`src/rtl/cordic_pkg.sv`:
```
// ---------------------------------------------------------------------------
// cordic_pkg
// Shared constants and types for the pipelined sine/cosine CORDIC slice:
// angle/phase widths, binary-angle landmarks, default start vector,
// core pipeline latency, sideband record and the fold/saturate helpers.
// ---------------------------------------------------------------------------
package cordic_pkg;

   localparam int unsigned ANG_W        = 16;
   localparam int unsigned PHASE_W      = 32;
   localparam int unsigned CORE_LATENCY = 16;

   localparam logic [ANG_W-1:0] ANG_90     = 16'h4000;
   localparam logic [ANG_W-1:0] ANG_180    = 16'h8000;
   localparam logic [ANG_W-1:0] X_INIT_DEF = 16'd19432;

   // Sideband carried alongside the core pipeline
   typedef struct packed {
      logic valid;
      logic negate;
   } sideband_t;

   // Angles in [90, 270) have top two bits 01 or 10
   function automatic logic needs_fold(input logic [ANG_W-1:0] a);
      return a[ANG_W-1] ^ a[ANG_W-2];
   endfunction

   // Two's-complement negate; the most negative code maps to the most positive
   function automatic logic [ANG_W-1:0] sat_neg(input logic [ANG_W-1:0] v);
      logic [ANG_W-1:0] r;
      if (v == ANG_180) r = 16'h7FFF;
      else              r = (~v) + 16'd1;
      return r;
   endfunction

endpackage

```
`src/rtl/sideband_delay.sv`:
```
// ---------------------------------------------------------------------------
// sideband_delay
// Free-running shift register of WIDTH bits and DEPTH stages, used to carry
// per-sample sideband alongside a fixed-latency datapath.
// Ports:
//   clock  in   rising-edge clock
//   rst_n  in   asynchronous active-low reset, clears every stage
//   i_d    in   WIDTH  value entering stage 0
//   o_q    out  WIDTH  value leaving stage DEPTH-1 (DEPTH cycles later)
// ---------------------------------------------------------------------------
module sideband_delay #(
   parameter int unsigned WIDTH = 2,
   parameter int unsigned DEPTH = 16
) (
   input  logic             clock,
   input  logic             rst_n,
   input  logic [WIDTH-1:0] i_d,
   output logic [WIDTH-1:0] o_q
);

   logic [WIDTH-1:0] r_sr [DEPTH];

   always_ff @(posedge clock or negedge rst_n) begin
      if (!rst_n) begin
         for (int unsigned i = 0; i < DEPTH; i++) r_sr[i] <= '0;
      end else begin
         r_sr[0] <= i_d;
         for (int unsigned i = 1; i < DEPTH; i++) r_sr[i] <= r_sr[i-1];
      end
   end

   assign o_q = r_sr[DEPTH-1];

endmodule

```
`src/rtl/cordic_phase_feed.sv`:
```
// ---------------------------------------------------------------------------
// cordic_phase_feed
// NCO phase accumulator plus quadrant fold feeding a 16-stage sine/cosine
// CORDIC core, and the matching sign-correction stage at the core output.
// Ports:
//   clock, rst_n         clock / async active-low reset
//   enable               advance accumulator and emit one sample
//   phase_inc[31:0]      per-sample increment (2^32 = 360 deg)
//   phase_load           load accumulator (wins over enable, no sample)
//   phase_load_val[31:0] accumulator load value
//   x_start, y_start     core start vector (signed 16)
//   angle                core binary angle (0x4000 = 90 deg)
//   feed_valid           core inputs hold a real sample
//   cos_raw, sin_raw     core outputs (signed 16)
//   cosine, sine         quadrant-corrected outputs
//   out_valid            cosine/sine valid this cycle
// ---------------------------------------------------------------------------
module cordic_phase_feed
   import cordic_pkg::*;
#(
   parameter int unsigned      CORE_LATENCY = cordic_pkg::CORE_LATENCY,
   parameter logic [15:0]      X_INIT       = cordic_pkg::X_INIT_DEF
) (
   input  logic        clock,
   input  logic        rst_n,
   input  logic        enable,
   input  logic [31:0] phase_inc,
   input  logic        phase_load,
   input  logic [31:0] phase_load_val,
   output logic [15:0] x_start,
   output logic [15:0] y_start,
   output logic [15:0] angle,
   output logic        feed_valid,
   input  logic [15:0] cos_raw,
   input  logic [15:0] sin_raw,
   output logic [15:0] cosine,
   output logic [15:0] sine,
   output logic        out_valid
);

   logic [PHASE_W-1:0] r_acc;
   logic [ANG_W-1:0]   r_angle;
   logic [ANG_W-1:0]   r_x;
   logic [ANG_W-1:0]   r_y;
   logic               r_valid;
   logic               r_negate;
   logic [ANG_W-1:0]   r_cos;
   logic [ANG_W-1:0]   r_sin;
   logic               r_out_valid;

   logic               w_sample;
   logic [ANG_W-1:0]   w_a;
   logic               w_fold;
   logic [ANG_W-1:0]   w_angle;
   sideband_t          w_sb_in;
   sideband_t          w_sb_out;

   assign w_sample = enable & ~phase_load;
   assign w_a      = r_acc[PHASE_W-1:PHASE_W-ANG_W];
   assign w_fold   = needs_fold(w_a);
   // Rotating by 180 deg lands in the core's +/-90 range; the result is
   // sign-flipped back at the output using the carried negate flag.
   assign w_angle  = w_fold ? (w_a + ANG_180) : w_a;

   always_ff @(posedge clock or negedge rst_n) begin
      if (!rst_n)          r_acc <= '0;
      else if (phase_load) r_acc <= phase_load_val;
      else if (enable)     r_acc <= r_acc + phase_inc;
   end

   always_ff @(posedge clock or negedge rst_n) begin
      if (!rst_n) begin
         r_angle  <= '0;
         r_x      <= '0;
         r_y      <= '0;
         r_valid  <= 1'b0;
         r_negate <= 1'b0;
      end else begin
         r_angle  <= w_sample ? w_angle : '0;
         r_x      <= w_sample ? X_INIT  : '0;
         r_y      <= '0;
         r_valid  <= w_sample;
         r_negate <= w_sample & w_fold;
      end
   end

   assign w_sb_in.valid  = r_valid;
   assign w_sb_in.negate = r_negate;

   sideband_delay #(
      .WIDTH ($bits(sideband_t)),
      .DEPTH (CORE_LATENCY)
   ) u_sideband_delay (
      .clock (clock),
      .rst_n (rst_n),
      .i_d   (w_sb_in),
      .o_q   (w_sb_out)
   );

   always_ff @(posedge clock or negedge rst_n) begin
      if (!rst_n) begin
         r_cos       <= '0;
         r_sin       <= '0;
         r_out_valid <= 1'b0;
      end else begin
         r_cos       <= w_sb_out.negate ? sat_neg(cos_raw) : cos_raw;
         r_sin       <= w_sb_out.negate ? sat_neg(sin_raw) : sin_raw;
         r_out_valid <= w_sb_out.valid;
      end
   end

   assign angle      = r_angle;
   assign x_start    = r_x;
   assign y_start    = r_y;
   assign feed_valid = r_valid;
   assign cosine     = r_cos;
   assign sine       = r_sin;
   assign out_valid  = r_out_valid;

endmodule

```
`config.mk`:
```
export PLATFORM = sky130hd
export DESIGN_NAME = cordic_phase_feed
export DESIGN_NICKNAME = d
export VERILOG_FILES = /design/src/rtl/cordic_pkg.sv /design/src/rtl/sideband_delay.sv /design/src/rtl/cordic_phase_feed.sv
export SDC_FILE = /design/constraint.sdc
export NUM_CORES = 1
export LEC_CHECK = 0
export CAP_MARGIN = 15
export CELL_PAD_IN_SITES_DETAIL_PLACEMENT = 1
export CELL_PAD_IN_SITES_GLOBAL_PLACEMENT = 1
export CORE_MARGIN = 2
export CORE_UTILIZATION = 39
export CTS_BUF_LIST = sky130_fd_sc_hd__clkbuf_4 sky130_fd_sc_hd__clkbuf_8 sky130_fd_sc_hd__clkbuf_16
export CTS_CLUSTER_DIAMETER = 40
export DETAILED_ROUTE_END_ITERATION = 16
export MAX_ROUTING_LAYER = met4
export PLACE_DENSITY_LB_ADDON = 0.1
export SLEW_MARGIN = 20
export SYNTH_ARGS = -nofsm -noshare
export SYNTH_HDL_FRONTEND = slang
export SYNTH_SLANG_ARGS = --single-unit
```
`constraint.sdc`:
```
create_clock -name clock -period 8.35 [get_ports clock]
set_input_delay 2.505 -clock clock [delete_from_list [all_inputs] [get_ports clock]]
set_output_delay 2.505 -clock clock [all_outputs]
set_load 0.01 [all_outputs]
```
==> results.rst <==
.. list-table::
   :header-rows: 1

   * - Metric
     - Value
   * - Share of the clock period used by the worst path
     - 64.6%
   * - Diode count
     - 0
   * - Gate Count Post-Synth
     - 613
   * - Portion of the post-synthesis area used by sequential elements
     - 46.9%
   * - Clock Tree Buf Depth
     - 2
   * - Master cell of the clock root buffer
     - sky130_fd_sc_hd__clkbuf_16
   * - Final standard cell area without fillers
     - 8360 sq um
   * - Warnings from Yosys
     - 0
   * - Area growth from synthesis to layout
     - 36.2%
   * - Worst slew margin relative to its limit
     - 42.9%
   * - Detailed-router iteration count before antenna repair
     - 4
   * - Final period demand of the worst path
     - 5390 ps
   * - Proportion of register bits with asynchronous set or reset after synthesis
     - 100%
   * - Result of the run
     - finished clean
   * - Routability-driven placement congestion ratio
     - 0.830
   * - Worst Tran Pin Value
     - 857 ps
   * - Summed negative setup slack over all endpoints
     - 0 ps
   * - Number of buffers inserted by post-CTS setup repair
     - 0
   * - Drt wl/cell
     - 17.2 um
   * - Final setup slack of the worst path
     - 2960 ps
   * - Category of the worst setup path launch point
     - primary input
   * - Setup slack of the most critical reg-to-reg path
     - 5100 ps
   * - Clock transition at the registers of the reported paths
     - 60 ps
   * - Number of gates resized after cts
     - 0
   * - Number of remaining DRC errors
     - 0
   * - Io pins
     - 182
   * - Flip-flop and latch count after synthesis
     - 115
   * - Element type at the critical path end
     - flop
   * - Post-route ant nets
     - 0
   * - Final Max Slew Viols
     - 0
   * - Full die area
     - 16800 sq um
   * - Die width
     - 129 um
   * - Power Density
     - 232 nW/um^2
   * - Pre-CTS worst setup slack
     - 2540 ps
   * - Setup repair after global routing missed its margin
     - false
   * - Leak pwr
     - 0.00380 uW
   * - Total GRT Usage
     - 21.6%
   * - Largest net degree at the start of global routing
     - 67
   * - Commonest non-fill, non-tap cell in the layout
     - sky130_fd_sc_hd__clkdlybuf4s50_1
   * - Post-synthesis average cell area
     - 10.0 sq um
   * - Row count
     - 45
   * - Number of sinks driven by the clock tree
     - 115
   * - Most used DFF post-synth
     - sky130_fd_sc_hd__dfrtp_1
   * - Cts hold-fix bufs
     - 0
   * - Global-route wire length before repair
     - 27200 um
   * - H-tree depth
     - 4
   * - Count of flip-flops with a built-in enable after synthesis
     - 0
   * - Clock tree from TritonCTS
     - yes
   * - Commonest non-fill, non-tap cells in the layout
     - 156 x sky130_fd_sc_hd__clkdlybuf4s50_1, 114 x sky130_fd_sc_hd__dfrtp_1, 78 x sky130_fd_sc_hd__nand2_1, 50 x sky130_fd_sc_hd__o21ai_0, 35 x sky130_fd_sc_hd__xor2_1
   * - Average via count per standard cell
     - 5.06
   * - Core outline area
     - 15300 sq um
   * - Critical path required time
     - 8650 ps
   * - Height of the chip
     - 129 um
   * - Max-cap viol count
     - 0
   * - DP Wirelength
     - 12300 um
   * - Upper clock frequency limit
     - 185 MHz
   * - Drt initial violations
     - 230
   * - Clock buffers created by TritonCTS
     - 17
   * - Filler Cell Count
     - 1695
   * - Net count, final
     - 900
   * - Peak VDD IR
     - 0.151 mV
   * - Final routed wirelength across all metal layers
     - 17000 um
   * - Initial standard-cell utilization of the core
     - 40.1%
   * - Setup Skew
     - 7.00 ps
   * - Total via count in the routed design
     - 5008
   * - Count of final hold-check violations
     - 0
   * - Netlist area before placement
     - 6140 sq um
   * - Number of global-route vias before repair
     - 5367
   * - Clock latency reported for the late side of the worst-skew pair
     - 420 ps
   * - Final Util
     - 54.6%
   * - Arrival time of data at the critical path endpoint
     - 5690 ps
   * - Setup Crit Path Kind
     - in2reg
   * - Final setup violating endpoints
     - 0
   * - Total congestion overflow after global routing
     - 0
   * - Crit Path Max Fanout
     - 5
   * - Min-delay worst type
     - reg2reg
   * - Number of distinct library cells after synthesis
     - 52
   * - Count of input and output buffers
     - 157
   * - Number of antenna violations at the first check in global routing
     - 0
   * - Cell area reported after detailed placement
     - 7780 sq um
   * - Ratio of cells with drive above 1 in the final layout
     - 5.13%
## worst paths after layout
kind,to,cells past startpoint,from
setup / recovery,r_acc[31],11,phase_inc[4]
hold / removal,u_sideband_delay.r_sr[12],0,u_sideband_delay.r_sr[14]
setup reg to reg,r_acc[31],10,r_acc[4]
hold reg to reg,u_sideband_delay.r_sr[12],0,u_sideband_delay.r_sr[14]
max in group asynchronous,u_sideband_delay.o_q[0],2,rst_n
min in group asynchronous,cosine[5],1,rst_n
## layer usage
layer  part of all wire, %  GRT usage (%)  wire, um
met5                     0              -         0
met4                  0.92           5.57       157
met3                   4.8           4.62       815
met2                    50           36.6      8500
met1                    44           26.3      7520
## through the flow
step	hold WS, ps	power [uW]	cells
6_report	346	1940	990
5_1_grt	356	2060	990
4_1_cts	348	1960	990
3_5_place_dp	336	1230	958
3_3_place_gp	333	1210	958
2_1_floorplan	331	1020	636
## registers in the layout (all words and copies together) (netlist names)
register               count
x_start                    1
u_sideband_delay.r_sr     30
r_negate                   1
cosine                    16
r_acc                     32
u_sideband_delay.o_q       2
angle                     16
sine                      16
out_valid                  1
## synth_stat cells (13+ instances only)
master	count	share of area (%)
sky130_fd_sc_hd__dfrtp_1	115	47
sky130_fd_sc_hd__nand2_1	78	4.8
sky130_fd_sc_hd__o21ai_0	50	4.1
sky130_fd_sc_hd__xor2_1	35	5.0
sky130_fd_sc_hd__nor2_1	34	2.1
sky130_fd_sc_hd__ha_1	33	6.7
sky130_fd_sc_hd__buf_4	32	3.9
sky130_fd_sc_hd__a21oi_1	31	2.5
sky130_fd_sc_hd__mux2i_1	23	3.7
sky130_fd_sc_hd__a21o_1	21	2.6
sky130_fd_sc_hd__and2_1	18	1.8
sky130_fd_sc_hd__clkbuf_1	14	0.86
sky130_fd_sc_hd__xnor2_1	13	1.9
## area by class of cell
cell class                 instances  area, sq um  area share (%)
inverter                           9         33.8           0.404
multi-input combinational        463         3010            36.0
clock inverter                    15          156            1.87
tap                              211          264            3.16
clock buffer                      17          425            5.09
timing repair buffer             160         1590            19.0
sequential                       115         2880            34.4
## cells by family after synthesis
logic type / share of synthesized area (%)
and+or+nand+nor: 15.1
AOI/OAI and AO/OA: 14.8
DFF: 46.9
buffers and inverters: 5.50
xor gates and xnor gates: 6.85
adders and majority gates: 7.05
muxes: 3.75
other: 0.0611
## power by group
group	internal, uW	leakage (uW)	total, uW	switching [uW]
Sequential	631	0.00143	675	44.5
Combinational	269	0.00210	547	278
Clock	440	0.000272	716	277
Total	1340	0.00380	1940	599
## worst max-delay path: stages
cell and delay [ps]:
sky130_fd_sc_hd__clkdlybuf4s50_1 420, sky130_fd_sc_hd__ha_1 390, sky130_fd_sc_hd__a21o_1 230, sky130_fd_sc_hd__a31oi_2 220, sky130_fd_sc_hd__a21oi_1 130, sky130_fd_sc_hd__or4_1 560, sky130_fd_sc_hd__a221o_1 380, sky130_fd_sc_hd__o31a_1 320
sky130_fd_sc_hd__a311oi_2 320, sky130_fd_sc_hd__a21oi_1 70, sky130_fd_sc_hd__nand3b_1 160
(Power assumes the default switching activity.)
